### src/rtl/fnd_scan_decoder.sv
// ---------------------------------------------------------------------------
// fnd_scan_decoder
//
// Reader side of a multiplexed common-anode 7-segment (FND) interface.
// Snoops the active-low segment and digit-select lines produced by a scan
// driver, recovers each digit's BCD value once the lines have been stable
// for STABLE_CYCLES samples, and publishes a complete frame of NUM_DIGITS
// digits atomically with a single-cycle frame_valid pulse.
//
// Parameters:
//   NUM_DIGITS     number of multiplexed digits (1..8)
//   STABLE_CYCLES  identical consecutive samples needed for a capture (>=1)
//
// Ports:
//   clk          system clock
//   rst_n        asynchronous active-low reset
//   seg_n[6:0]   segment lines, active-low, bit6=a ... bit0=g
//   an_n[N-1:0]  digit selects, active-low, bit0 = rightmost digit
//   bcd_out      recovered frame, nibble k = digit k (all F = blank)
//   frame_valid  one-cycle pulse when bcd_out is updated
//   pattern_err  one-cycle pulse when an undecodable pattern is captured
//   err_sticky   set with pattern_err, rewritten at each frame completion
//
// Optional build macro FND_DP_EN adds:
//   dp_n         active-low decimal point (synchronized, part of the
//                stability compare)
//   dp_out[N-1:0] per-digit decimal point, active-high, published with
//                bcd_out
// ---------------------------------------------------------------------------

module fnd_scan_decoder #(
    parameter int NUM_DIGITS    = 4,
    parameter int STABLE_CYCLES = 4
) (
    input  logic                    clk,
    input  logic                    rst_n,
    input  logic [6:0]              seg_n,
    input  logic [NUM_DIGITS-1:0]   an_n,
    output logic [4*NUM_DIGITS-1:0] bcd_out,
    output logic                    frame_valid,
    output logic                    pattern_err,
    output logic                    err_sticky
`ifdef FND_DP_EN
    ,
    input  logic                    dp_n,
    output logic [NUM_DIGITS-1:0]   dp_out
`endif
);

    // state    | meaning
    // ---------+-----------------------------------------------------------
    // ST_IDLE  | no single digit selected (blank or ghost); counter = 0
    // ST_SETTLE| valid select seen, counting identical samples
    // ST_HOLD  | digit captured; waiting for the lines to change

    localparam int CW = $clog2(STABLE_CYCLES + 1);
    localparam int IW = (NUM_DIGITS > 1) ? $clog2(NUM_DIGITS) : 1;
`ifdef FND_DP_EN
    localparam int SW = NUM_DIGITS + 8;
`else
    localparam int SW = NUM_DIGITS + 7;
`endif
    localparam logic [CW-1:0] CNT_ONE  = CW'(1);
    localparam logic [CW-1:0] CNT_DONE = CW'(STABLE_CYCLES);

    typedef enum logic [1:0] {
        ST_IDLE   = 2'd0,
        ST_SETTLE = 2'd1,
        ST_HOLD   = 2'd2
    } state_t;

    state_t                          state;
    logic   [CW-1:0]                 cnt;
    logic   [SW-1:0]                 pins_raw;
    logic   [SW-1:0]                 samp_s1;
    logic   [SW-1:0]                 samp_s2;
    logic   [SW-1:0]                 samp_prev;
    logic   [NUM_DIGITS-1:0]         an_s;
    logic   [6:0]                    seg_s;
    logic   [NUM_DIGITS-1:0][3:0]    shadow;
    logic   [NUM_DIGITS-1:0]         mask;
    logic                            err_acc;

    logic                            same;
    logic                            sel_valid;
    logic   [IW-1:0]                 sel_idx;
    logic   [3:0]                    seg_nib;
    logic                            seg_err;
    logic   [CW-1:0]                 cnt_plus;
    logic                            cap;
    logic                            frame_full;

`ifdef FND_DP_EN
    logic                            dp_s;
    logic   [NUM_DIGITS-1:0]         shadow_dp;

    assign pins_raw = {an_n, dp_n, seg_n};
    assign dp_s     = samp_s2[7];
`else
    assign pins_raw = {an_n, seg_n};
`endif

    assign an_s  = samp_s2[SW-1 -: NUM_DIGITS];
    assign seg_s = samp_s2[6:0];

    // Two-flop synchronizers plus one more stage that holds the previous
    // synchronized sample for the stability compare. Idle level is all ones.
    always_ff @(posedge clk or negedge rst_n) begin
        if (!rst_n) begin
            samp_s1   <= '1;
            samp_s2   <= '1;
            samp_prev <= '1;
        end else begin
            samp_s1   <= pins_raw;
            samp_s2   <= samp_s1;
            samp_prev <= samp_s2;
        end
    end

    assign same       = (samp_s2 == samp_prev);
    assign frame_full = &mask;

    // Exactly one select low is a real digit; none or several is idle/ghost.
    assign sel_valid = $onehot(~an_s);

    always_comb begin
        sel_idx = '0;
        for (int i = 0; i < NUM_DIGITS; i++) begin
            if (!an_s[i]) begin
                sel_idx = IW'(i);
            end
        end
    end

    always_comb begin
        seg_err = 1'b0;
        case (seg_s)
            7'b0000001: seg_nib = 4'h0;
            7'b1001111: seg_nib = 4'h1;
            7'b0010010: seg_nib = 4'h2;
            7'b0000110: seg_nib = 4'h3;
            7'b1001100: seg_nib = 4'h4;
            7'b0100100: seg_nib = 4'h5;
            7'b0100000: seg_nib = 4'h6;
            7'b0001111: seg_nib = 4'h7;
            7'b0000000: seg_nib = 4'h8;
            7'b0000100: seg_nib = 4'h9;
            7'b1111111: seg_nib = 4'hF;
            default: begin
                seg_nib = 4'hE;
                seg_err = 1'b1;
            end
        endcase
    end

    // Count value after this edge if the sample is a valid select: only an
    // unchanged sample while settling extends the run, anything else starts
    // a fresh run at 1. Saturates so it can never wrap.
    always_comb begin
        if (state == ST_SETTLE && same) begin
            cnt_plus = (cnt < CNT_DONE) ? cnt + CNT_ONE : cnt;
        end else begin
            cnt_plus = CNT_ONE;
        end
    end

    // A capture fires on the edge where the run reaches STABLE_CYCLES; an
    // unchanged sample in HOLD never recaptures.
    assign cap = sel_valid && (cnt_plus == CNT_DONE) &&
                 ((state != ST_HOLD) || !same);

    always_ff @(posedge clk or negedge rst_n) begin
        if (!rst_n) begin
            state       <= ST_IDLE;
            cnt         <= '0;
            shadow      <= '1;
            mask        <= '0;
            err_acc     <= 1'b0;
            bcd_out     <= '1;
            frame_valid <= 1'b0;
            pattern_err <= 1'b0;
            err_sticky  <= 1'b0;
`ifdef FND_DP_EN
            shadow_dp   <= '0;
            dp_out      <= '0;
`endif
        end else begin
            frame_valid <= 1'b0;
            pattern_err <= 1'b0;

            // Publish first; a capture later in this block belongs to the
            // next frame and overrides the mask clear for its own bit.
            if (frame_full) begin
                bcd_out     <= shadow;
                frame_valid <= 1'b1;
                mask        <= '0;
                err_sticky  <= err_acc;
                err_acc     <= 1'b0;
`ifdef FND_DP_EN
                dp_out      <= shadow_dp;
`endif
            end

            case (state)
                ST_IDLE: begin
                    if (sel_valid) begin
                        cnt   <= cnt_plus;
                        state <= cap ? ST_HOLD : ST_SETTLE;
                    end
                end
                ST_SETTLE: begin
                    if (!sel_valid) begin
                        cnt   <= '0;
                        state <= ST_IDLE;
                    end else begin
                        cnt <= cnt_plus;
                        if (cap) begin
                            state <= ST_HOLD;
                        end
                    end
                end
                ST_HOLD: begin
                    if (!same) begin
                        if (!sel_valid) begin
                            cnt   <= '0;
                            state <= ST_IDLE;
                        end else begin
                            cnt   <= cnt_plus;
                            state <= cap ? ST_HOLD : ST_SETTLE;
                        end
                    end
                end
                default: begin
                    cnt   <= '0;
                    state <= ST_IDLE;
                end
            endcase

            if (cap) begin
                shadow[sel_idx] <= seg_nib;
                mask[sel_idx]   <= 1'b1;
`ifdef FND_DP_EN
                shadow_dp[sel_idx] <= ~dp_s;
`endif
                if (seg_err) begin
                    pattern_err <= 1'b1;
                    err_acc     <= 1'b1;
                    err_sticky  <= 1'b1;
                end
            end
        end
    end

endmodule

### config.mk
export PLATFORM = sky130hd
export DESIGN_NAME = fnd_scan_decoder
export DESIGN_NICKNAME = d
export VERILOG_FILES = /design/src/rtl/fnd_scan_decoder.sv
export SDC_FILE = /design/constraint.sdc
export NUM_CORES = 1
export LEC_CHECK = 0
export ABC_AREA = 1
export BUFFER_PORTS_ARGS = -buffer_cell sky130_fd_sc_hd__buf_2
export CORE_AREA = 2 2 89 134
export DETAILED_ROUTE_END_ITERATION = 8
export DIE_AREA = 0 0 91 136
export GPL_TIMING_DRIVEN = 0
export SLEW_MARGIN = 20
export SYNTH_ARGS = -nofsm -noshare
export SYNTH_HDL_FRONTEND = slang
export SYNTH_SLANG_ARGS = --single-unit
### constraint.sdc
create_clock -name clk -period 2.45 [get_ports clk]
set_input_delay 0.1225 -clock clk [delete_from_list [all_inputs] [get_ports clk]]
set_output_delay 0.1225 -clock clk [all_outputs]
set_load 0.02 [all_outputs]
==> results of run 1 <==
==> logic make-up after synthesis <==
family / after synthesis / share of synthesized area [%]
AND/OR/NAND/NOR: 195 / 26.2
AO/OA/AOI/OAI: 20 / 3.32
buffers and inverters: 37 / 4.45
flip-flops: 78 / 61.3
adder cells (fa/ha/maj): 8 / 3.24
XOR/XNOR: 6 / 1.58
==> synthesized netlist by cell type (all sizes together) <==
master,n,area share [%]
nand2,140,16
dfrtp,13,9.8
o21a,1,0.23
o21bai,2,0.45
clkinv,1,0.11
buf,2,0.49
nand3,21,3.5
nand3b,1,0.23
xor2,1,0.26
xnor2,5,1.3
a21oi,4,0.60
o21ai,11,1.7
or2,1,0.19
nor2,19,3.1
inv,31,3.5
nor3,5,0.75
o22ai,2,0.38
dfstp,65,51
nand4,7,2.0
ha,7,2.6
clkbuf,3,0.34
fa,1,0.60
nor4,1,0.19
==> final timing paths <==
check	from	to
max	samp_s2[8]	shadow[5]
min	rst_n	err_sticky
max reg2reg	samp_s2[8]	shadow[5]
min reg2reg	samp_s1[10]	samp_s2[10]
max in group asynchronous	rst_n	samp_s2[7]
min in group clk	samp_s1[10]	samp_s2[10]
==> cell usage in the layout (no fill, tap or decap), drive strengths merged <==
master / instances
dlygate4sd3: 12
clkinvlp: 1
nor2: 19
o21a: 1
clkinv: 2
bufinv: 2
o21ai: 11
nand3: 21
nand4: 7
xnor2: 5
nand2: 140
nand3b: 1
o22ai: 2
ha: 7
nor4: 1
clkbuf: 15
dfrtp: 13
dfstp: 65
xor2: 1
o21bai: 2
fa: 1
inv: 32
buf: 38
nor3: 5
a21oi: 4
or2: 1
==> metal layers <==
layer | share of wire, % | GRT usage (%)
met1 | 40 | 12.4
met2 | 53 | 18.9
met3 | 4.4 | 3.49
met4 | 2.0 | 5.22
met5 | 0 | 0
==> flip-flops by register name, summed over array words and instances, names as in the netlist <==
name	cells
bcd_out	16
mask	4
samp_s2	11
pattern_err	1
samp_prev	11
state	2
cnt	3
err_sticky	1
shadow	16
frame_valid	1
err_acc	1
samp_s1	11
==> stage by stage <==
stage / utilization, % / area, sq um / hold WS [ps]
after floorplan: - / 3320 / -173
after global placement: 32.5 / 3670 / 228
after detailed placement: 32.7 / 3690 / 104
after CTS: 36.8 / 4160 / 291
after global routing: 37.8 / 4270 / 327
final: 37.8 / 4270 / 287
==> power by group <==
group          switching, uW  internal [uW]  total, uW  leakage (uW)
registers               38.0           1360       1400      0.000854
clock network            509            922       1430      0.000156
logic                    212            132        344       0.00108
==> area by class of cell <==
type,instances,area share (%)
clock inverter,5,1.93
clock buffer,11,5.68
inverter,32,2.81
tap,150,4.39
sequential,78,47.6
multi-input combinational,229,28.6
buffer,5,0.732
timing repair buffer,49,8.26
==> what timing repair did <==
action                                 in CTS  in global routing
endpoints found under the hold margin      13                  0
pin swaps                                   2                  8
resized for setup                           1                 19
setup endpoints to repair                  27                 27
hold buffers                               12                  0
buffers inserted                            2                  2
gates cloned                                0                  1
==> metrics, run 1 <==
dpl hpwl 4440 um; Syn Area/Cell 9.65 sq um; startpoint types flop; Cells after Synth 344; initial core utilization between 20% and 30%; RSZ-0062 raised after global routing true; Detailed Route WL roughly 6300 um; initial antenna violation count 0; Vias per Instance 4.32; clock buffers created by TritonCTS 9; Fin. Hold Viols 0; drt pass-1 iters 4; layout cells sized above 1 36.9%; crit path max-delay cell type dfstp_2; Worst EP arrival 2680 ps; slowest stage delay, CP around 550 ps; worst-path cell chain fa_1 > inv_2 > ha_4 > ha_4 > nor3_4 > nand3_4 > nor2_8 > clkbuf_16 > nand3_1 > nand2_1; Net Count, Synth approximately 370; largest net degree at the start of global routing 43; leakage 0.00209 uW; first-pass GRT wire length about 11000 um; Final Skew 9.15 ps; flop-to-flop setup slack ~47 ps; vias in the first global route 2364; Slew Viols, Final 0; TritonCTS clock tree done; fillcell total 1135; synthesis-stage register bit count 78; Crit Path Class reg2reg; Period minus WS final ~2400 ps; period utilization 98.1%; PnR worst setup slack 46.6 ps; Top cell by count, worst path ha_4; Root Driver clkbuf_16; worst min path class in2async; Final Setup Violations 0; CTS max path bufs 2; GP Congestion 0.882; headroom to the max-slew limit 63.0%; Layout area overhead 28.7%; Max Fclk 416 MHz; Setup TNS 0 ps; sequential standard cell area 0.00203 sq mm; Post-Place Cells 526; cell area power density around 740 mW/mm^2; port buffer count 31; Worst-Margin Slew 551 ps; io pins 32; DR iter-0 viols 103; GR Overflow Total 0; Crit Path Max Fanout 6; routed len/inst 11.3 um; area of the multi-input gates roughly 0.0012 sq mm; core area 0.0113 sq mm; CTS Sinks 78; MaxCap Viol Count 0; DRC 0; Die X-Extent 91 um; CP Depth 10; Final Non-Filler Cells approximately 560; status finished, final reports clean; post-layout net count 425; Power Total about 3200 uW; count of cell types in the netlist 32; WP data required approximately 2700 ps; Post-Syn Area roughly 0.0033 sq mm; depth of the CTS H-tree 3; Reg2Reg Depth 10; Routed Antenna Nets 0; FP Rows 48; via count 2414; CP Capture Type flop; register area share after synthesis 61.3%; Crit path max-delay family simple AND/OR/NAND/NOR gates; Critical path buffers and inverters 2; Overall Global Routing Usage 11.0%; Worst-path clk slew 60 ps; Clock Latency Late Sink roughly 340 ps; maximum vdd ir drop between 400 and 500 uV; yosys warns 0; pre-CTS WS -140 ps; chip height 136 um; die area 0.0124 sq mm; n_diodes 0
(Power assumes the default switching activity.)
==> run 2, diff against run 1 <==
Settings changed: ABC_CLOCK_PERIOD_IN_PS set to 2450, GPL_ROUTABILITY_DRIVEN set to 0, REMOVE_ABC_BUFFERS set to 1.
==> metrics, run 2 (synthesized netlist as in run 1, its figures left out) <==
status complete, but fails checks; failing checks negative setup slack; DR iter-0 viols 116 (+13%); worst min path class in2async; maximum vdd ir drop 370 uV (-25%); core area 0.0113 sq mm (unchanged); most frequent cells in the layout nand2_1, dfstp_2, buf_2, inv_1, nor2_1; port buffer count 31 (unchanged); Max Fclk 407 MHz (-2.3%); slowest stage delay, CP 550 ps (about the same); Crit path max-delay family simple AND/OR/NAND/NOR gates; worst-path cell chain fa_1 > inv_2 > ha_4 > ha_4 > nor3_4 > nand3_4 > nor2_4 > buf_6 > nand3_1 > nand2_1; Root Driver clkbuf_16; CTS max path bufs 2 (unchanged); chip height 136 um (unchanged); Vias per Instance 4.39 (+1.6%); layout cells sized above 1 39.2% (+2.3 points); Top cell by count, worst path ha_4; Worst EP arrival 2730 ps (+50 ps); Net Sw Frac 24.7% (+0.78 points); io pins 32 (unchanged); Sw Pwr 725 uW (-4.5%); Fin. Hold Viols 0 (unchanged); area of the multi-input gates 0.00128 sq mm (+4.9%); DRC 0 (unchanged); Clock Latency Late Sink 330 ps (about the same); n_diodes 0 (unchanged); CP Capture Type flop; routed len/inst 12.2 um (+8.1%); combinational share of power 12.2% (+1.3 points); Final Setup Violations 1 (+1); startpoint types flop; Final Skew 3.51 ps (-5.64 ps); GR Overflow Total 0 (unchanged); Cell Int Power 2210 uW (-8.5%); leakage 0.00210 uW (+0.34%); drt pass-1 iters 4 (unchanged); period utilization 100% (+2.3 points); WP data required 2720 ps (about the same); die area 0.0124 sq mm (unchanged); TritonCTS clock tree done; Crit Path Max Fanout 5 (-1); Setup TNS -9.76 ps (-9.76 ps); cell area power density 685 mW/mm^2 (-7.8%); Largest regs bcd_out x16, shadow x16; Slew Viols, Final 0 (unchanged); Layout area overhead 29.0%; CTS Sinks 78 (unchanged); Worst-path clk slew 50 ps (about the same); depth of the CTS H-tree 3 (unchanged); post-layout net count 425 (unchanged); headroom to the max-slew limit 28.8% (-34 points); first-pass GRT wire length 11800 um (+9.2%); Detailed Route WL 6820 um (+7.9%); MaxCap Viol Count 0 (unchanged); initial antenna violation count 0 (unchanged); via count 2449 (+1.4%); fillcell total 1136 (+0.088%); FP Rows 48 (unchanged); RSZ-0062 raised after global routing true; vias in the first global route 2546 (+7.7%); crit path max-delay cell type dfstp_2; Die X-Extent 91 um (unchanged); PnR worst setup slack -9.76 ps (-56.4 ps); dpl hpwl 4400 um (-0.76%); Worst-Margin Slew 1060 ps (+514 ps); Critical path buffers and inverters 2 (unchanged); initial core utilization 29.4% (unchanged); clock buffers created by TritonCTS 9 (unchanged); Routed Antenna Nets 0 (unchanged); Crit Path Class reg2reg; commonest non-fill, non-tap cell in the layout nand2_1; largest net degree at the start of global routing 61 (+42%); Util after Layout 37.9% (+0.10 points); Period minus WS final 2460 ps (+56.4 ps); sequential standard cell area 0.00203 sq mm (unchanged); Overall Global Routing Usage 12.0% (+0.98 points); clock group share of total power 40.0% (-5.1 points); sequential share of power 47.8% (+3.7 points)
==> run 2: cell types whose count changed in the layout (fill, tap and decap cells not counted), sizes merged <==
cell      delta
buf          +3
bufinv       -2
clkbuf       -1
clkinv       -2
clkinvlp     +1
inv          -1
nor2         +1
==> run 2: layout make-up <==
cell class,count,share of cell area (%)
multi-input cells,230,29.9
well taps,150,4.38
clock inverters,1,0.175
flip-flops and latches,78,47.5
repair buffers,53,9.23
inverters,32,2.89
clock buffers,14,5.93
==> run 2: layer usage <==
metal	global-route usage, %	vias up	wire length, um
met3	2.55	15	180
li1	-	1210	-
met4	6.40	0	202
met5	0	-	0
met2	20.7	45	3590
met1	13.9	1179	2850
==> run 2: power by group through the flow <==
stage	Clock [uW]	Sequential [uW]	Combinational, uW
2_1_floorplan	0	1410	198
3_5_place_dp	0	1420	284
3_3_place_gp	0	1420	264
4_1_cts	1220	1400	327
5_1_grt	1270	1410	409
6_report	1170	1400	358
==> run 2: stage by stage <==
| step | cells | area, sq um | setup slack [ps] | total power [uW] | hold slack, ps |
|---|---|---|---|---|---|
| after global routing | 558 | 4280 | -103 | 3090 | 237 |
| after detailed placement | 521 | 3660 | -488 | 1710 | 20.5 |
| after floorplan | 339 | 3290 | -70.5 | 1610 | -173 |
| after CTS | 557 | 4140 | 24.1 | 2950 | 213 |
| after global placement | 520 | 3630 | -470 | 1680 | 229 |
| final | 558 | 4280 | -9.76 | 2930 | 214 |
==> run 2: worst paths after layout <==
path,depth (start not counted),slack (ps),startpoint,to
min,2,210,rst_n,frame_valid
max reg2reg,10,-10,samp_s2[10],shadow[1]
max,10,-10,samp_s2[10],shadow[1]
min in group clk,0,350,samp_s1[1],samp_s2[1]
min reg2reg,0,350,samp_s1[1],samp_s2[1]
max in group asynchronous,3,1610,rst_n,samp_s2[2]
==> run 2: timing repair <==
| action | in CTS | in global routing |
|---|---|---|
| hold endpoints to repair | 29 | 0 |
| resized for setup | 3 | 36 |
| hold buffers | 12 | 0 |
| buffers inserted | 8 | 1 |
| endpoints found under the setup margin | 28 | 29 |
| gates cloned | 1 | 0 |
| pin swaps | 2 | 13 |
==> run 2: worst register-to-register path, cell delays in order (launching register included) <==
cell,delay [ps]
dfstp_2,550
fa_1,440
inv_2,80
ha_4,130
ha_4,200
nor3_4,240
nand3_4,180
nor2_4,260
buf_6,140
nand3_1,90
nand2_1,90
